`src/rtl/opc2_boot_loader_if.sv`:
```
// Host byte stream plus CPU/RAM bus signals seen by the OPC-2 boot loader.
// master = host/CPU/RAM environment, slave = the loader.
interface opc2_boot_loader_if #(
  parameter int ADDR_W = 11,
  parameter int DATA_W = 8
);
  logic [DATA_W-1:0] in_data;
  logic              in_valid;
  logic              in_ready;
  logic [ADDR_W-1:0] cpu_address;
  logic [DATA_W-1:0] cpu_wdata;
  logic              cpu_rnw;
  logic              cpu_reset_b;
  logic [ADDR_W-1:0] mem_addr;
  logic [DATA_W-1:0] mem_wdata;
  logic              mem_we;
  logic              busy;
  logic              err;

  modport master (
    output in_data, in_valid, cpu_address, cpu_wdata, cpu_rnw,
    input  in_ready, cpu_reset_b, mem_addr, mem_wdata, mem_we, busy, err
  );

  modport slave (
    input  in_data, in_valid, cpu_address, cpu_wdata, cpu_rnw,
    output in_ready, cpu_reset_b, mem_addr, mem_wdata, mem_we, busy, err
  );
endinterface

```
`src/rtl/opc2_boot_loader.sv`:
```
// OPC-2 boot loader: decodes framed host commands, writes RAM while the CPU
// is held in reset, and hands the RAM port back to the CPU on Go.
module opc2_boot_loader #(
  parameter int                ADDR_W   = 11,
  parameter int                DATA_W   = 8,
  parameter logic [DATA_W-1:0] CMD_LOAD = 8'h4C,
  parameter logic [DATA_W-1:0] CMD_GO   = 8'h47,
  parameter logic [DATA_W-1:0] CMD_HALT = 8'h48
) (
  input logic               clk,
  input logic               reset_b,
  opc2_boot_loader_if.slave bus
);
  localparam int HI_W = ADDR_W - DATA_W;

  typedef enum logic [2:0] {IDLE, ADDR_HI, ADDR_LO, LEN_HI, LEN_LO, DATA} state_t;

  state_t            state, state_nx;
  logic [ADDR_W-1:0] load_addr, addr_nx;
  logic [ADDR_W-1:0] count, cnt_nx;
  logic              cpu_run, run_nx;
  logic              err_q, err_nx;
  logic [ADDR_W-1:0] ld_addr_q, la_nx;
  logic [DATA_W-1:0] ld_data_q, ld_nx;
  logic              ld_we_q, we_nx;
  logic              accept;

  assign accept = bus.in_valid & reset_b;

  always_ff @(posedge clk or negedge reset_b) begin
    if (!reset_b) begin
      state     <= IDLE;
      load_addr <= '0;
      count     <= '0;
      cpu_run   <= 1'b0;
      err_q     <= 1'b0;
      ld_addr_q <= '0;
      ld_data_q <= '0;
      ld_we_q   <= 1'b0;
    end else begin
      state     <= state_nx;
      load_addr <= addr_nx;
      count     <= cnt_nx;
      cpu_run   <= run_nx;
      err_q     <= err_nx;
      ld_addr_q <= la_nx;
      ld_data_q <= ld_nx;
      ld_we_q   <= we_nx;
    end
  end

  // Commands are only decoded in IDLE; inside a frame every byte is payload.
  always_comb begin
    state_nx = state;
    addr_nx  = load_addr;
    cnt_nx   = count;
    run_nx   = cpu_run;
    err_nx   = err_q;
    la_nx    = ld_addr_q;
    ld_nx    = ld_data_q;
    we_nx    = 1'b0;
    if (accept) begin
      unique case (state)
        IDLE: begin
          if (bus.in_data == CMD_LOAD) begin
            state_nx = ADDR_HI;
            run_nx   = 1'b0;
          end else if (bus.in_data == CMD_GO) begin
            run_nx = 1'b1;
            err_nx = 1'b0;
          end else if (bus.in_data == CMD_HALT) begin
            run_nx = 1'b0;
          end else begin
            err_nx = 1'b1;
          end
        end
        ADDR_HI: begin
          addr_nx  = {bus.in_data[HI_W-1:0], load_addr[DATA_W-1:0]};
          state_nx = ADDR_LO;
        end
        ADDR_LO: begin
          addr_nx  = {load_addr[ADDR_W-1:DATA_W], bus.in_data};
          state_nx = LEN_HI;
        end
        LEN_HI: begin
          cnt_nx   = {bus.in_data[HI_W-1:0], count[DATA_W-1:0]};
          state_nx = LEN_LO;
        end
        LEN_LO: begin
          cnt_nx   = {count[ADDR_W-1:DATA_W], bus.in_data};
          state_nx = DATA;
        end
        DATA: begin
          la_nx   = load_addr;
          ld_nx   = bus.in_data;
          we_nx   = 1'b1;
          addr_nx = load_addr + ADDR_W'(1);
          if (count == '0) state_nx = IDLE;
          else             cnt_nx   = count - ADDR_W'(1);
        end
        default: state_nx = IDLE;
      endcase
    end
  end

  assign bus.in_ready    = reset_b;
  assign bus.cpu_reset_b = cpu_run;
  assign bus.busy        = (state != IDLE);
  assign bus.err         = err_q;

  // RAM port mux follows the CPU reset combinationally.
  assign bus.mem_addr  = cpu_run ? bus.cpu_address : ld_addr_q;
  assign bus.mem_wdata = cpu_run ? bus.cpu_wdata   : ld_data_q;
  assign bus.mem_we    = cpu_run ? ~bus.cpu_rnw    : ld_we_q;
endmodule

```
`src/flat_wrapper.sv`:
```
// flat-port wrapper written by rule: the top's interface ports become plain ports
module opc2_boot_loader_flat 
#(
  parameter int                ADDR_W   = 11,
  parameter int                DATA_W   = 8,
  parameter logic [DATA_W-1:0] CMD_LOAD = 8'h4C,
  parameter logic [DATA_W-1:0] CMD_GO   = 8'h47,
  parameter logic [DATA_W-1:0] CMD_HALT = 8'h48
)
  (clk, reset_b, bus_in_data, bus_in_valid, bus_cpu_address, bus_cpu_wdata, bus_cpu_rnw, bus_in_ready, bus_cpu_reset_b, bus_mem_addr, bus_mem_wdata, bus_mem_we, bus_busy, bus_err);
  opc2_boot_loader_if #(.ADDR_W(ADDR_W), .DATA_W(DATA_W)) bus_i ();
  input logic clk;
  input logic reset_b;
  input wire logic [$bits(bus_i.in_data)-1:0] bus_in_data;
  input wire logic [$bits(bus_i.in_valid)-1:0] bus_in_valid;
  input wire logic [$bits(bus_i.cpu_address)-1:0] bus_cpu_address;
  input wire logic [$bits(bus_i.cpu_wdata)-1:0] bus_cpu_wdata;
  input wire logic [$bits(bus_i.cpu_rnw)-1:0] bus_cpu_rnw;
  output wire logic [$bits(bus_i.in_ready)-1:0] bus_in_ready;
  output wire logic [$bits(bus_i.cpu_reset_b)-1:0] bus_cpu_reset_b;
  output wire logic [$bits(bus_i.mem_addr)-1:0] bus_mem_addr;
  output wire logic [$bits(bus_i.mem_wdata)-1:0] bus_mem_wdata;
  output wire logic [$bits(bus_i.mem_we)-1:0] bus_mem_we;
  output wire logic [$bits(bus_i.busy)-1:0] bus_busy;
  output wire logic [$bits(bus_i.err)-1:0] bus_err;
  assign bus_i.in_data = bus_in_data;
  assign bus_i.in_valid = bus_in_valid;
  assign bus_i.cpu_address = bus_cpu_address;
  assign bus_i.cpu_wdata = bus_cpu_wdata;
  assign bus_i.cpu_rnw = bus_cpu_rnw;
  assign bus_in_ready = bus_i.in_ready;
  assign bus_cpu_reset_b = bus_i.cpu_reset_b;
  assign bus_mem_addr = bus_i.mem_addr;
  assign bus_mem_wdata = bus_i.mem_wdata;
  assign bus_mem_we = bus_i.mem_we;
  assign bus_busy = bus_i.busy;
  assign bus_err = bus_i.err;
  opc2_boot_loader #(.ADDR_W(ADDR_W), .DATA_W(DATA_W), .CMD_LOAD(CMD_LOAD), .CMD_GO(CMD_GO), .CMD_HALT(CMD_HALT)) u_core (.clk(clk), .reset_b(reset_b), .bus(bus_i));
endmodule
```
`config.mk`:
```
export PLATFORM = sky130hd
export DESIGN_NAME = opc2_boot_loader_flat
export DESIGN_NICKNAME = d
export VERILOG_FILES = /design/src/rtl/opc2_boot_loader_if.sv /design/src/rtl/opc2_boot_loader.sv /design/src/flat_wrapper.sv
export SDC_FILE = /design/constraint.sdc
export NUM_CORES = 1
export LEC_CHECK = 0
export ABC_AREA = 0
export BUFFER_PORTS_ARGS = -buffer_cell sky130_fd_sc_hd__buf_2
export CORE_ASPECT_RATIO = 0.9
export CORE_UTILIZATION = 59
export CTS_CLUSTER_DIAMETER = 100
export DETAILED_ROUTE_END_ITERATION = 10
export GPL_TIMING_DRIVEN = 0
export PLACE_DENSITY_LB_ADDON = 0.3
export SYNTH_ARGS = -nofsm -noshare
export SYNTH_HDL_FRONTEND = slang
export SYNTH_SLANG_ARGS = --single-unit
```
`constraint.sdc`:
```
create_clock -name clk -period 4.4 [get_ports clk]
set_clock_uncertainty 0.2 [all_clocks]
set_input_delay 1.32 -clock clk [delete_from_list [all_inputs] [get_ports clk]]
set_output_delay 1.32 -clock clk [all_outputs]
set_load 0.01 [all_outputs]
```
# Word level (Yosys, flattened, before mapping)
# Index checks and enable logic that the tools add are counted.
# Widths: inputs -> output; s select.
# op_classes
n_eq_ne,12
n_reduce_logical,16
mux,16
n_addsub,2
bitwise,7
# ops
cell,n
$pmux 11 s3,2
$eq 8x7->1 const B,3
$mux 11,2
$pmux 3 s6,1
$reduce_and 3->1,4
$reduce_and 4->1,3
$add 11x1->11 const B,1
$logic_not 11->1,1
$sub 11x1->11 const B,1
$mux 1,8
$mux 8,1
$reduce_bool 2->1,4
$eq 3x2->1 const B,2
$eq 3x3->1 const B,2
$mux 3,2
$ne 2x1->1 const B,3
$not 1->1,6
$reduce_bool 3->1,2
$eq 3x1->1 const B,1
$logic_not 3->1,1
$ne 2x2->1 const B,1
$reduce_and 2->1,1
$and 1x1->1,1
# word_totals
out_inout_bits,24
word_cells,63
regBits,47

# Logic depth before layout (Yosys ltp)
# Gate-level depths: netlist (run 1).
# depth
word_depth,4
mapped_depth,8

# Worst setup path after synthesis (run 1)
# No wires, ideal clock.
# synth_timing
kind,input-to-output
startpoint,in bus_cpu_address[0]
endpoint,out bus_mem_addr[0]
path_buffers,0
stages,1
required_time_ns,2.880
arrival_ns,1.595
slack_ns,1.285
cell_sequence,mux2_2
# synth_via
elab_chain_cells,1
# synth_rtl
item,line_no,source
start: declaration,flat_wrapper.sv:16,input wire logic [$bits(bus_i.cpu_address)-1:0] bus_cpu_address;
$mux 11,opc2_boot_loader.sv:112,assign bus.mem_addr = cpu_run ? bus.cpu_address : ld_addr_q;
end: declaration,flat_wrapper.sv:21,output wire logic [$bits(bus_i.mem_addr)-1:0] bus_mem_addr;
# No other way between the ends.

# Worst setup path in the final report (run 1)
# layout_timing
startpoint,in reset_b
endpoint,out bus_in_ready
# layout_rtl
item,line_no,source
start: declaration,flat_wrapper.sv:13,input logic reset_b;
end: declaration,flat_wrapper.sv:19,output wire logic [$bits(bus_i.in_ready)-1:0] bus_in_ready;
# No word-level cell between the ends.

==> results_dict.tcl, run 1 <==
set metrics [dict create \
    met2_usage_pct 45.95 \
    cts-root-buf "clkbuf_8" \
    start_util_pct 63.55 \
    required_ns 2.88 \
    post_cts_resized 0 \
    syn2layout_area_growth_pct 17.00 \
    finalNetCount 365 \
    met1_usage_pct 42.48 \
    irDropWorstVdd_uv 253.3 \
    fill_cells 307 \
    ys_types 50 \
    first_pass_iters 5 \
    grt_first_pass_wirelength_um 10580 \
    core-area_um2 4239 \
    final_area_um2 3152 \
    path_cells "buf_2 > buf_4 > buf_2" \
    critPathCaptureType "output pin" \
    grt_pass1_vias 2166 \
    grt_max_degree 51 \
    cellLeakagePower_uw 0.001555 \
    syn-num-nets 304 \
    viasPerCell 6.094 \
    die_w_um 73.23 \
    grt_overflow 0 \
    synth_area_leaders "dfrtp_1, mux2_2, o21ai_0, a21oi_1, nor2_1" \
    worst_pin_slew_ns 1.065 \
    synth_xor_area_share_pct 0.3251 \
    n_antenna_cell 0 \
    critPathSlowestCell "buf_2" \
    ant_nets 0 \
    synth_top_area_share_pct 43.66 \
    path_max_fanout 50 \
    cpMostUsedCell "buf_2" \
    gp_congestion 0.9298 \
    synth_top_family_by_area "compound AO/OA/AOI/OAI gates" \
    port_buffers 54 \
    worstHoldPathType "reg2reg" \
    yosysTopAreaCell "dfrtp_1" \
    clock-sinks 47 \
    clockBufferDepth 2 \
    synth_enable_flop_cells 0 \
    netlist_area_um2 2694 \
    synth.area.mux_share_pct 16.95 \
    max_freq_mhz 250.0 \
    fin_crit_sh_pct 90.92 \
    fin_util_pct 74.35 \
    period_needed_ns 4.001 \
    start_kind "input port" \
    slowest_delay_ns 0.79 \
    fp.dieH_um 66.11 \
    drive_gt1_share_pct 34.53 \
    rsz0062_at_grt "no" \
    htree_levels 2 \
    syn_area_per_cell_um2 9.940 \
    cts.clk_slew.worst_paths_ns 0.09 \
    fin_setup_tns_ns 0 \
    crit_type "in2out" \
    dieArea_um2 4841 \
    track_usage_pct 29.90 \
    dr.first_iter.drc_count 210 \
    power_density_nw_per_um2 439.0 \
    cts_buffers 5 \
    postCtsSetupRepairBufs 0 \
    cts_hold_buf 0 \
    vias 2395 \
    cp_data_arrival_time_ns 2.48 \
    synth_ff_type "dfrtp_1" \
    setup_violations 0 \
    async_reset_ff_share_pct 100.0 \
    num_rows 22 \
    cts_tree "built" \
    maxSlewHeadroom_pct 28.99 \
    hold_viol_final 0 \
    yosysSeqAreaShare_pct 43.66 \
    synth_simple_gate_area_share_pct 15.93 \
    drt-total-wl_um 6447 \
    maxCapViolations 0 \
    use_met3_pct 6.860 \
    top_usage_layer "met2" \
    yosys_register_bits 47 \
    synth-compound-area-share_pct 17.46 \
    maxSlewViolCount 0 \
    dpl_cell_area_um2 3039 \
    drcViolationCount 0 \
    pin_count 55 \
    status "finished, final reports clean" \
    worst_skew_pair.late_latency_ns 0.31 \
    antenna_found_initial 0 \
    wl_per_cell_um 16.40 \
    yosys_warnings 0 \
    syn_inst 271 \
    dp.final_hpwl_um 4440 \
    synthAdderAreaFrac_pct 0.9289 \
]
-- Yosys cell counts (3+ instances only) --
cell,n
a21oi_1,18
a22oi_1,3
a2bb2oi_1,3
a32oi_1,6
and2_1,4
and3_1,4
buf_2,6
buf_4,3
clkbuf_1,8
dfrtp_1,47
inv_1,11
mux2_2,37
mux2i_1,4
nand2_1,15
nand3_1,3
nand4_1,3
nor2_1,19
nor2b_1,3
nor3_1,4
o21ai_0,32
-- through the flow --
stage	hold WS [ns]	power, uW	setup slack [ns]	std cells
floorplan	0.2460	914.5	1.285	271
global placement	0.2679	1038	0.3528	385
detailed placement	0.2833	1060	0.3544	385
CTS	0.3038	1382	0.3575	393
global route	0.3278	1474	0.1858	393
finish	0.3051	1384	0.3994	393
-- worst max-delay path: cells and delay by family --
| family | cells | cell delay (ns) |
|---|---|---|
| buffers and inverters | 3 | 1.14 |
-- layout make-up --
class | count | area [um^2] | area share, %
plain buffers | 18 | 86.33 | 2.739
clock buffers | 5 | 68.82 | 2.183
clock inverters | 3 | 43.79 | 1.389
inverters | 11 | 41.29 | 1.310
multi-input cells | 195 | 1390 | 44.10
flip-flops and latches | 47 | 1176 | 37.32
well taps | 60 | 75.07 | 2.382
repair buffers | 54 | 270.3 | 8.575
-- per-layer routing --
metal	wire length, um	share of wire (%)
met1	2844	44
met2	2973	46
met4	93	1.4
met5	0	0
met3	536	8.3
-- power breakdown --
part	total [uW]	switching (uW)	internal, uW
registers	601	84.2	517
logic	461	274	188
clock network	321	152	169
-- logic make-up (layout without fill, tap and decap cells) --
kind of cell | after synthesis | count (layout)
AOI/OAI and AO/OA | 77 | 77
and+or+nand+nor | 74 | 74
DFF | 47 | 47
muxes | 41 | 41
buffers and inverters | 29 | 91
adders and majority gates | 2 | 2
xor gates and xnor gates | 1 | 1
-- registers in the layout (all words and copies together) (netlist names) --
register / flops
u_core.count: 11
u_core.ld_addr_q: 11
u_core.load_addr: 11
u_core.ld_data_q: 8
u_core.state: 3
u_core.bus.cpu_reset_b: 1
u_core.bus.err: 1
u_core.ld_we_q: 1
-- layout by cell type, fill, tap and decap left out, types with 2 or more instances in the layout --
cell / count
inv_1: 11
buf_2: 60
a2bb2oi_1: 3
nand2_1: 15
nand3_1: 3
o31ai_1: 2
and4_1: 2
mux2i_1: 4
clkbuf_1: 8
a21oi_1: 18
and2_1: 4
nor2_1: 19
ha_1: 2
nor4_2: 2
nand3b_1: 2
mux2_2: 37
or3_1: 2
nand2b_1: 2
nor3_1: 4
o22ai_1: 2
and3_1: 4
nand4_1: 3
nor2b_1: 3
dfrtp_1: 47
a32oi_1: 6
a22oi_1: 3
clkbuf_8: 5
o21ai_0: 32
buf_4: 3
-- worst paths after layout --
kind / startpoint / endpoint / slack (ns) / cells after the start
max: reset_b / bus_in_ready / 0.40 / 3
min in group asynchronous: reset_b / u_core.ld_addr_q[7] / 1.00 / 1
min reg2reg: u_core.ld_addr_q[3] / u_core.ld_addr_q[3] / 0.31 / 2
max reg2reg: u_core.count[0] / u_core.count[6] / 2.25 / 8
min: u_core.ld_addr_q[3] / u_core.ld_addr_q[3] / 0.31 / 2
max in group asynchronous: reset_b / u_core.count[9] / 2.35 / 1
Power figures use the tool's default switching activity.
==> run 2: changes to the inputs <==
--- a/config.mk
+++ b/config.mk
@@ -8,7 +8,7 @@
 export ABC_AREA = 0
 export BUFFER_PORTS_ARGS = -buffer_cell sky130_fd_sc_hd__buf_2
 export CORE_ASPECT_RATIO = 0.9
-export CORE_UTILIZATION = 59
+export CORE_UTILIZATION = 50
 export CTS_CLUSTER_DIAMETER = 100
 export DETAILED_ROUTE_END_ITERATION = 10
 export GPL_TIMING_DRIVEN = 0
==> constraint.sdc (replaced) <==
create_clock -name clk -period 3.4 [get_ports clk]
set_clock_uncertainty 0.2 [all_clocks]
set_input_delay 1.02 -clock clk [delete_from_list [all_inputs] [get_ports clk]]
set_output_delay 1.02 -clock clk [all_outputs]
set_load 0.01 [all_outputs]
==> run 2 against run 1 <==
Compared with the run above:
- first-iteration DRC count grew 11%
- power rose by 25%
- worst hold slack got worse by 0.0071 ns
- critical path type unchanged
- critical endpoint unchanged
==> results_dict.tcl, run 2 (synthesized netlist as in run 1, its figures left out) <==
set metrics [dict create \
    status "finished, final reports clean" \
    reg2reg_setup_slack_ns 1.26 \
    worstHoldStart "u_core.ld_addr_q[3]" \
    worst_skew_pair.late_latency_ns 0.30 \
    cts_hold_buf 0 \
    cts_tree "built" \
    cts-root-buf "clkbuf_8" \
    grt_overflow 0 \
    pin_count 55 \
    final_area_um2 3137 \
    worstReg2RegStart "u_core.count[0]" \
    hold_viol_final 0 \
    period_needed_ns 3.070 \
    dr.first_iter.drc_count 233 \
    drive_gt1_share_pct 34.23 \
    syn2layout_area_growth_pct 16.44 \
    critPathCaptureType "output pin" \
    irDropWorstVdd_uv 311.5 \
    postCtsSetupRepairBufs 0 \
    first_pass_iters 4 \
    num_rows 24 \
    pre_cts_ws_ns -0.2193 \
    grt_max_degree 51 \
    maxSlewViolCount 0 \
    maxCapViolations 0 \
    grt_first_pass_wirelength_um 11120 \
    drt-total-wl_um 6646 \
    reg_top3 "u_core.count x11, u_core.ld_addr_q x11, u_core.load_addr x11" \
    max_freq_mhz 325.7 \
    die_w_um 79.37 \
    fp.dieH_um 71.64 \
    layout_commonest_cell "buf_2" \
    vias 2397 \
    wl_per_cell_um 16.70 \
    worstHoldPathType "reg2reg" \
    required_ns 2.18 \
    cts.clk_slew.worst_paths_ns 0.09 \
    maxSlewHeadroom_pct 57.62 \
    crit_type "in2out" \
    most-common-layout-cells "buf_2, dfrtp_1, mux2_2" \
    n_antenna_cell 0 \
    start_util_pct 53.72 \
    worst_pin_slew_ns 0.6357 \
    cts_buffers 5 \
    path_max_fanout 50 \
    holdPathEnd "u_core.ld_addr_q[3]" \
    start_kind "input port" \
    fin_crit_sh_pct 90.29 \
    dieArea_um2 5686 \
    hold_depth 2 \
    gp_congestion 0.8900 \
    dp.final_hpwl_um 4623 \
    setup_violations 0 \
    track_usage_pct 25.59 \
    fin_ws_ns 0.3300 \
    cellLeakagePower_uw 0.001539 \
    finalNetCount 365 \
    grt_pass1_vias 2268 \
    rsz0062_at_grt "no" \
    r2r-end "u_core.count[6]" \
    core-area_um2 5015 \
    dpl_cell_area_um2 3045 \
    cp_data_arrival_time_ns 1.85 \
    drcViolationCount 0 \
    port_buffers 54 \
    power_density_nw_per_um2 549.8 \
    htree_levels 2 \
    post_cts_resized 1 \
    viasPerCell 6.023 \
    clockBufferDepth 2 \
    ant_nets 0 \
    r2r_cells 8 \
    antenna_found_initial 0 \
    clock-sinks 47 \
]
==> run 2: changes by cell type in the layout (fill, tap and decap cells not counted), sizes merged <==
cell / previous run / this run
inv: 11 / 12
clkinv: 2 / 0
clkinvlp: 0 / 1
bufinv: 1 / 0
clkbuf: 13 / 14
==> run 2: critical path, cell delays in order <==
cell	delay, ns
buf_4	0.50
buf_4	0.20
buf_2	0.12
==> run 2: report_power, final <==
part           switching [uW]  total, uW  internal, uW
Clock                     196        344           148
Combinational             356        598           242
Sequential                114        783           669
Total                     666       1720          1060
==> run 2: worst max-delay path by stage <==
stage                                   from                   to
after floorplan           bus_cpu_address[0]      bus_mem_addr[0]
after global placement               reset_b  u_core.ld_data_q[2]
after detailed placement             reset_b      u_core.count[3]
after CTS                            reset_b         bus_in_ready
after global routing                 reset_b         bus_in_ready
final                                reset_b         bus_in_ready
==> run 2: area by class of cell <==
class	count	area (um^2)
Fill cell	424	1878
Multi-Input combinational cell	195	1390
Sequential cell	47	1176
Timing Repair Buffer	54	272.8
Buffer	18	86.33
Tap cell	65	81.33
Clock buffer	6	72.57
Inverter	11	41.29
Clock inverter	2	16.27
==> run 2: layer usage <==
layer / routed length [um] / part of all wire [%] / track usage [%]
met1: 3097 / 47 / 35.51
met2: 3151 / 47 / 41.48
met3: 371 / 5.6 / 4.586
met4: 27 / 0.41 / 6.869
met5: 0 / 0 / 0
==> run 2: metrics by stage <==
step / hold WS (ns) / total power, uW / TNS (ns) / util [%] / std cells
2_1_floorplan: 0.2460 / 1183 / 0 / - / 271
5_1_grt: 0.3212 / 1831 / 0 / 62.55 / 398
6_report: 0.2981 / 1725 / 0 / 62.55 / 398
3_3_place_gp: 0.2685 / 1350 / -2.868 / 60.73 / 390
3_5_place_dp: 0.2779 / 1372 / -3.663 / 60.73 / 390
4_1_cts: 0.2992 / 1719 / 0 / 62.55 / 398
